### src/rtl/gpio_debounce.sv
// rtl/gpio_debounce.sv - pin synchroniser, per-bit debouncer and edge strobes
module gpio_debounce #(
  parameter int              NIN      = 16,
  parameter int              PRESCALE = 1,
  parameter int              STABLE   = 4,
  parameter logic [NIN-1:0]  DEFAULT  = '0
) (
  input  logic           i_clk,
  input  logic           i_reset_n,
  input  logic [NIN-1:0] i_pins,
  output logic [NIN-1:0] o_gpio,
  output logic [NIN-1:0] o_rise,
  output logic [NIN-1:0] o_fall,
  output logic           o_change
);

  localparam int CW = $clog2(STABLE + 1);
  localparam int PW = (PRESCALE > 1) ? $clog2(PRESCALE) : 1;
  localparam logic [PW-1:0] P_LAST = PW'(PRESCALE - 1);
  // A bit flips on the tick that would take its count to STABLE.
  localparam logic [CW-1:0] C_LAST = CW'(STABLE - 1);

  logic [NIN-1:0] s1;
  logic [NIN-1:0] s2;
  logic [PW-1:0]  pcnt;
  logic           tick;
  logic [CW-1:0]  cnt    [NIN];
  logic [CW-1:0]  cnt_nx [NIN];
  logic [NIN-1:0] gpio_nx;
  logic [NIN-1:0] rise_nx;
  logic [NIN-1:0] fall_nx;

  // Two-flop synchroniser; s2 is the only view of the pads used downstream.
  always_ff @(posedge i_clk or negedge i_reset_n) begin
    if (!i_reset_n) begin
      s1 <= DEFAULT;
      s2 <= DEFAULT;
    end else begin
      s1 <= i_pins;
      s2 <= s1;
    end
  end

  // Sample-rate prescaler; with PRESCALE=1 it stays at 0 and tick is always set.
  always_ff @(posedge i_clk or negedge i_reset_n) begin
    if (!i_reset_n) begin
      pcnt <= '0;
    end else if (tick) begin
      pcnt <= '0;
    end else begin
      pcnt <= pcnt + PW'(1);
    end
  end

  assign tick = (pcnt == P_LAST);

  // Per-bit stability counters and the next debounced value / edge strobes.
  always_comb begin
    gpio_nx = o_gpio;
    rise_nx = '0;
    fall_nx = '0;
    for (int i = 0; i < NIN; i++) begin
      cnt_nx[i] = cnt[i];
      if (tick) begin
        if (s2[i] == o_gpio[i]) begin
          cnt_nx[i] = '0;
        end else if (cnt[i] == C_LAST) begin
          gpio_nx[i] = s2[i];
          cnt_nx[i]  = '0;
          rise_nx[i] = s2[i];
          fall_nx[i] = ~s2[i];
        end else begin
          cnt_nx[i] = cnt[i] + CW'(1);
        end
      end
    end
  end

  // Register debounced state, counters and single-cycle strobes together.
  always_ff @(posedge i_clk or negedge i_reset_n) begin
    if (!i_reset_n) begin
      o_gpio   <= DEFAULT;
      o_rise   <= '0;
      o_fall   <= '0;
      o_change <= 1'b0;
      for (int i = 0; i < NIN; i++) begin
        cnt[i] <= '0;
      end
    end else begin
      o_gpio   <= gpio_nx;
      o_rise   <= rise_nx;
      o_fall   <= fall_nx;
      o_change <= |(rise_nx | fall_nx);
      for (int i = 0; i < NIN; i++) begin
        cnt[i] <= cnt_nx[i];
      end
    end
  end

endmodule

### config.mk
export PLATFORM = sky130hd
export DESIGN_NAME = gpio_debounce
export DESIGN_NICKNAME = d
export VERILOG_FILES = /design/src/rtl/gpio_debounce.sv
export SDC_FILE = /design/constraint.sdc
export NUM_CORES = 1
export LEC_CHECK = 0
export ABC_AREA = 1
export CAP_MARGIN = 10
export CORE_MARGIN = 1.5
export CORE_UTILIZATION = 35
export CTS_BUF_LIST = sky130_fd_sc_hd__clkbuf_8 sky130_fd_sc_hd__clkbuf_16
export CTS_CLUSTER_DIAMETER = 150
export CTS_CLUSTER_SIZE = 28
export DETAILED_ROUTE_END_ITERATION = 16
export GPL_ROUTABILITY_DRIVEN = 0
export SLEW_MARGIN = 0
export SYNTH_ARGS = -nofsm -noshare
export SYNTH_HDL_FRONTEND = slang
export SYNTH_SLANG_ARGS = --single-unit
### constraint.sdc
create_clock -name i_clk -period 1.58 [get_ports i_clk]
set_input_delay 0.316 -clock i_clk [delete_from_list [all_inputs] [get_ports i_clk]]
set_output_delay 0.316 -clock i_clk [all_outputs]
set_load 0.03 [all_outputs]
# == Word level (Yosys, flattened, before mapping) ==
# Index checks and enable logic that the tools add are counted.
# op_classes
n_reduce_logical,17
eq_ne,32
bitwise_logic,34
muxes,129
n_addsub,17
# ops
operator,count
$mux 1,97
$mux 3,32
$add 3x1->3 const B,16
$eq 3x2->1 const B,16
$reduce_and 3->1,16
$not 1->1,33
$eq 1x1->1,16
$or 16x16->16,1
$reduce_or 16->1,1
$add 1x1->1 const B,1
# totals
input_bits,18
out_inout_bits,49
elab_cells,267
register_bits,130

# == Logic depth before layout (Yosys ltp) ==
# Gate-level depths: netlist of the first run.
# depth
ltp_word,6
ltp_mapped,9
depth_no_buf,9

# == Least setup slack after synthesis of the first run ==
# No wires, ideal clock.
# synth_timing
path_kind,register to register
startpoint,register o_gpio[13]
endpoint,register o_change
setup_slack_ns,0.411
path_buffers,0
stages_incl_launch_ff,10
setup_ns,0.119
synth_period_minus_slack_ns,1.169
arrival_time_ns,1.051
required_ns,1.461
cell_sequence,dfrtp_1 inv_1 nand2_1 nand2_1 nand2_1 nand2_1 inv_1 nand2_1 nor2_1 nand2_1
# synth_via
elab_chain_len,5
elab_cells_between_ends,7
cone_classes,eq/ne: 1; mux: 4; bitwise: 1; reduce/logical: 1
# synth_rtl
element,line_no,source
"start, declared",11,"output logic [NIN-1:0] o_gpio,"
"start signal, assigned",90,o_gpio <= gpio_nx;
$eq 1x1->1 *,65,if (s2[i] == o_gpio[i]) begin
$mux 1,65,
$mux 1,64,if (tick) begin
$or 16x16->16 *,93,o_change <= |(rise_nx | fall_nx);
$reduce_or 16->1 *,93,
"end signal, assigned",93,
"end, declared",14,output logic o_change
# Every way passes the cells marked *; elsewhere a longest branch is shown, timed or not.
# A chain may end at the register's enable or synchronous reset.

# == Worst setup path after layout of the first run ==
# layout_timing
startpoint,register o_gpio[14]
endpoint,output o_gpio[14]
# No word-level cell between the ends.

==> flow_summary_export.csv, run 1 <==
group,metric,value,unit
global_route,grt_usage,12.9,%
floorplanning,rows,41,
yosys,ys_seq_elements,129,
setup_path,crit_slowest_cell,"dlygate4sd2_1",
min_path,worstHoldPathType,"input pin to flop",
route,wire_per_inst,10.9,um
placed_design,postPlaceCellArea,5620,um2
layout,final_common_cell,"dfrtp_1",
floorplanning,dieArea,14000,um2
pwr,power_density,1760,nW/um2
floorplanning,ios,67,
placed_design,dpl.cell_count,697,
clock_network,clock_sinks,129,
yosys,syn_inst,453,
sta,setup_slack,0.0796,ns
yosys,ys.warnings.count,0,
setup_path,critPathArrivalTime,1.18,ns
route,ant_nets,0,
pwr,p_leak,3.35,nW
sta,finalSetupTns,0,ns
sta,hold_slack,0.340,ns
clock_network,cts_buffers,17,
yosys,seq_area_frac_synth,69.3,%
floorplanning,start_util,36.3,%
floorplanning,fp.dieW,118,um
yosys,yosys.area.top_type,"dfrtp_1",
sta,fin_crit_sh,95.0,%
layout,instances_no_fill,726,
pwr,ir_worst_vdd,0.992,mV
global_route,grt_pass1_wl,14000,um
route,vias_per_cell,4.21,
route,vias,3054,
clock_network,path_clk_slew,0.05,ns
flow_run,maxCapViolations,0,
yosys,netlist_area,4660,um2
sta,worstMarginPinSlew,0.425,ns
status,status,"finished, final reports clean",
yosys,yosysUniqueCellTypes,12,
layout,num_antenna_cells,0,
route,drt_wl_total,7900,um
placed_design,dpl.hpwl,5680,um
layout,drive_gt1_share,7.04,%
global_route,antenna_found_initial,0,
layout,most-common-layout-cells,"dfrtp_1 (129), nand2_1 (99), inv_1 (92)",
sta,clock_skew,0.00675,ns
setup_path,critPathCaptureType,"output pin",
sta,slew_headroom,71.6,%
sta,finalHoldViolations,0,
global_route,grt_overflow,0,
floorplanning,core_area,12800,um2
clock_network,htreeDepth,4,
sta,rsz0062_at_grt,"false",
setup_path,cp.required,1.26,ns
yosys,yosysTopAreaCellShare,69.3,%
placed_design,port_buffers,66,
setup_path,cpPeakStageDelay,0.41,ns
layout,fillers,1210,
yosys,syn_nets,487,
layout,nNetsFinal,579,
sta,setup-violations-final,0,
route,dr.pass1.iters,4,
layout,final_core_util,48.0,%
route,drt-initial-drc-count,109,
setup_path,critical_path_class,"flop to output pin",
setup_path,critPathBufInv,1,
setup_path,crit_path_max_fanout,3,
clock_network,root_buffer,"clkbuf_16",
sta,finalMaxSlewViolations,0,
sta,max_clock_freq,666,MHz
layout,final_area,6150,um2
sta,fin_crit,1.50,ns
yosys,synth.area.top_cells,"dfrtp_1 (69%), nand2_1 (8.0%), inv_1 (7.3%), nor2_1 (6.4%), ha_1 (4.3%)",
setup_path,path_cells,"dlygate4sd2_1",
route,drcViolationCount,0,
yosys,synth_area_per_cell,10.3,um2
clock_network,cts_tree,"built",
placed_design,dpl_worst_slack,0.229,ns
layout,area_growth,31.9,%
setup_path,path_delay_family,"buffers and inverters",
pwr,p_total,10.8,mW
clock_network,clockBufferDepth,2,
global_route,first_global_vias,3192,
setup_path,crit_path_start_kind,"flop",
floorplanning,die_y,118,um
global_route,grt_start_max_net_pins,42,
clock_network,clock_latency,0.41,ns
-- state kept, by name, indices dropped and copies added (netlist names) --
signal	cells
s1	16
s2	16
o_change	1
o_rise	16
o_fall	16
o_gpio	16
cnt	48
-- per-layer routing --
layer	track usage, %	vias to the layer above	part of all wire, %
met1	14.8	1449	44
met2	21.3	51	50
met4	4.97	0	1.3
met3	5.69	12	5.2
met5	0	-	0
li1	-	1542	-
-- synth_stat cells --
cell type and count:
dfrtp_1 129, nand2_1 99, ha_1 16, nor2_2 1, a21oi_1 3, o22ai_1 13, inv_1 91, nor3b_1 1
nand2_2 3, nor2_1 80, nand3_2 1, nor3_1 16
-- cell families (layout without fill, tap and decap cells) --
family / Yosys count / count (layout) / share of synthesized area (%)
AND/OR/NAND/NOR: 201 / 201 / 17.0
AO/OA/AOI/OAI: 16 / 16 / 2.07
flip-flops: 129 / 129 / 69.3
adder cells (fa/ha/maj): 16 / 16 / 4.30
buffers and inverters: 91 / 192 / 7.33
-- final cells by class --
cell class                      count  area, um2  area share (%)
Inverter                           91        342            5.55
Timing Repair Buffer               73        693            11.3
Clock inverter                      8        114            1.85
Clock buffer                       20        467            7.59
Tap cell                          172        215            3.50
Sequential cell                   129       3230            52.5
Multi-Input combinational cell    233       1090            17.7
-- power by group --
part           total (mW)  leakage (nW)  internal, mW  switching, mW
clock                3.84         0.294          2.55           1.29
sequential           4.33          1.66          3.99          0.340
combinational        2.65          1.39         0.911           1.74
-- worst paths after layout --
check | startpoint | end | slack, ns | cells past startpoint
max in group asynchronous | i_reset_n | cnt[7] | 0.61 | 3
max | o_gpio[14] | o_gpio[14] | 0.08 | 1
max reg2reg | cnt[45] | o_change | 0.31 | 9
min | i_pins[0] | s1[0] | 0.34 | 1
min in group asynchronous | i_reset_n | s2[6] | 0.41 | 2
min reg2reg | s1[10] | s2[10] | 0.35 | 0
-- timing repair --
item,4_1_cts,5_1_grt
hold buffers,1,0
hold endpoints to repair,35,0
resized for setup,49,0
buffers inserted,0,0
endpoints found under the setup margin,49,0
Power figures use the tool's default switching activity.
==> run 2: changes to the inputs <==
- CAP_MARGIN: 10 -> 5
==> results of run 2 <==
The final DEF is identical to that of run 1; final timing and power are the same.
==> run 3: changes to the inputs <==
- CAP_MARGIN: 5 -> unset
- RECOVER_POWER: unset -> 25
==> flow_summary_export.csv, run 3 (synthesis gave the netlist of run 1 again) <==
group,metric,value,unit
min_path,hold_end,"s2[10]",
sta,worstMarginPinSlew,0.430,ns
setup_path,cp.required,1.26,ns
placed_design,dpl.hpwl,5680,um
pwr,power_density,1760,nW/um2
sta,fin_crit,1.50,ns
route,vias,3054,
route,drt-initial-drc-count,109,
global_route,grt_overflow,0,
setup_path,crit_path_start_kind,"flop",
pwr,p_leak,3.35,nW
sta,setup_slack,0.0796,ns
floorplanning,dieArea,14000,um2
setup_path,critical_path_class,"flop to output pin",
setup_path,crit_path_start,"o_gpio[14]",
setup_path,critPathArrivalTime,1.18,ns
min_path,worstHoldPathType,"flop to flop",
floorplanning,fp.dieW,118,um
setup_path,reg2reg_depth,9,
route,drcViolationCount,0,
route,drt_wl_total,7890,um
flow_run,maxCapViolations,0,
placed_design,port_buffers,66,
layout,most-common-layout-cells,"dfrtp_1 (129), nand2_1 (99), inv_1 (92)",
pwr,swShare,31.2,%
pwr,clock_power_share,35.5,%
sta,setup-violations-final,0,
global_route,grt_usage,12.9,%
global_route,antenna_found_initial,0,
min_path,hold_depth,0,
route,wire_per_inst,10.9,um
sta,finalHoldViolations,0,
route,ant_nets,0,
layout,final_common_cell,"dfrtp_1",
setup_path,path_delay_family,"buffers and inverters",
setup_path,cpPeakStageDelay,0.41,ns
global_route,first_global_vias,3192,
global_route,grt_pass1_wl,14000,um
floorplanning,start_util,36.3,%
route,vias_per_cell,4.21,
clock_network,cts_setup_buffers,0,
sta,max_clock_freq,666,MHz
clock_network,clockBufferDepth,2,
clock_network,htreeDepth,4,
global_route,grt_start_max_net_pins,42,
route,dr.pass1.iters,4,
setup_path,critPathCaptureType,"output pin",
floorplanning,rows,41,
clock_network,path_clk_slew,0.05,ns
setup_path,critPathBufInv,1,
setup_path,crit_path_max_fanout,3,
sta,finalMaxSlewViolations,0,
layout,drive_gt1_share,7.04,%
setup_path,reg2reg_from,"cnt[45]",
sta,slew_headroom,71.3,%
min_path,hold_start,"s1[10]",
setup_path,crit_slowest_cell,"dlygate4sd2_1",
floorplanning,ios,67,
layout,max_flop_register,"cnt",
placed_design,dpl_worst_slack,0.229,ns
pwr,ir_worst_vdd,0.992,mV
pwr,p_switching,3.37,mW
status,status,"finished, final reports clean",
setup_path,r2r_setup_slack,0.31,ns
pwr,power_frac_comb,24.4,%
clock_network,root_buffer,"clkbuf_16",
sta,rsz0062_at_grt,"false",
layout,largest_reg_flops,48,
layout,area_growth,31.6,%
floorplanning,core_area,12800,um2
clock_network,cts_buffers,17,
clock_network,clock_latency,0.41,ns
floorplanning,die_y,118,um
sta,fin_crit_sh,95.0,%
layout,nNetsFinal,579,
setup_path,r2r-end,"o_change",
layout,num_antenna_cells,0,
sta,clock_skew,0.00665,ns
pwr,p_int,7.43,mW
setup_path,path_cells,"dlygate4sd2_1",
sta,finalSetupTns,0,ns
pwr,seqPwrFrac,40.0,%
clock_network,cts_tree,"built",
clock_network,clock_sinks,129,
run 3: cell types whose count changed in the layout (fill, tap and decap cells not counted), sizes merged:
cell | previous run | this run
buf | 7 | 6
clkbuf | 20 | 21
dlygate4sd3 | 1 | 17
clkdlybuf4s50 | 16 | 0
run 3: area by class of cell:
class,count,area [um2]
clock buffer,20,467
clock inverter,8,114
fill,1212,6690
inverter,91,342
multi-input combinational,233,1090
sequential,129,3230
tap,172,215
timing repair buffer,73,678
run 3: metrics by stage:
step	cells	hold slack, ns	instance area (um2)	total power [mW]	utilization (%)
2_1_floorplan	453	0.0204	4660	6.23	-
4_1_cts	726	0.316	6150	11.0	48.0
6_report	726	0.346	6130	10.8	47.8
5_1_grt	726	0.350	6130	11.6	47.8
3_5_place_dp	697	0.274	5620	7.27	43.8
3_3_place_gp	697	0.269	5620	7.13	43.8
run 3: how the worst max path moves through the flow:
stage               cells after the start  slack, ns          to
detailed placement                      1       0.23  o_gpio[13]
finish                                  1       0.08  o_gpio[14]
floorplan                               9       0.41    o_change
CTS                                     1       0.05   o_gpio[1]
global placement                        1       0.24  o_gpio[13]
global route                            1       0.02  o_gpio[15]
run 3: repair_timing:
action | 4_1_cts | 5_1_grt
hold buffers | 1 | 0
resized for setup | 49 | 0
setup endpoints to repair | 49 | 0
hold endpoints to repair | 35 | 0
run 3: power by group through the flow:
stage / Sequential, mW / Combinational, mW / Clock, mW
floorplan: 4.84 / 1.39 / 0
global placement: 4.34 / 2.79 / 0
detailed placement: 4.40 / 2.87 / 0
CTS: 4.34 / 2.72 / 3.96
global route: 4.42 / 3.04 / 4.12
finish: 4.33 / 2.64 / 3.84
run 3: per-layer routing:
| metal | routed length (um) | GRT usage, % |
|---|---|---|
| met5 | 0 | 0 |
| met1 | 3470 | 14.8 |
| met4 | 106 | 4.97 |
| met3 | 407 | 5.69 |
| met2 | 3910 | 21.3 |
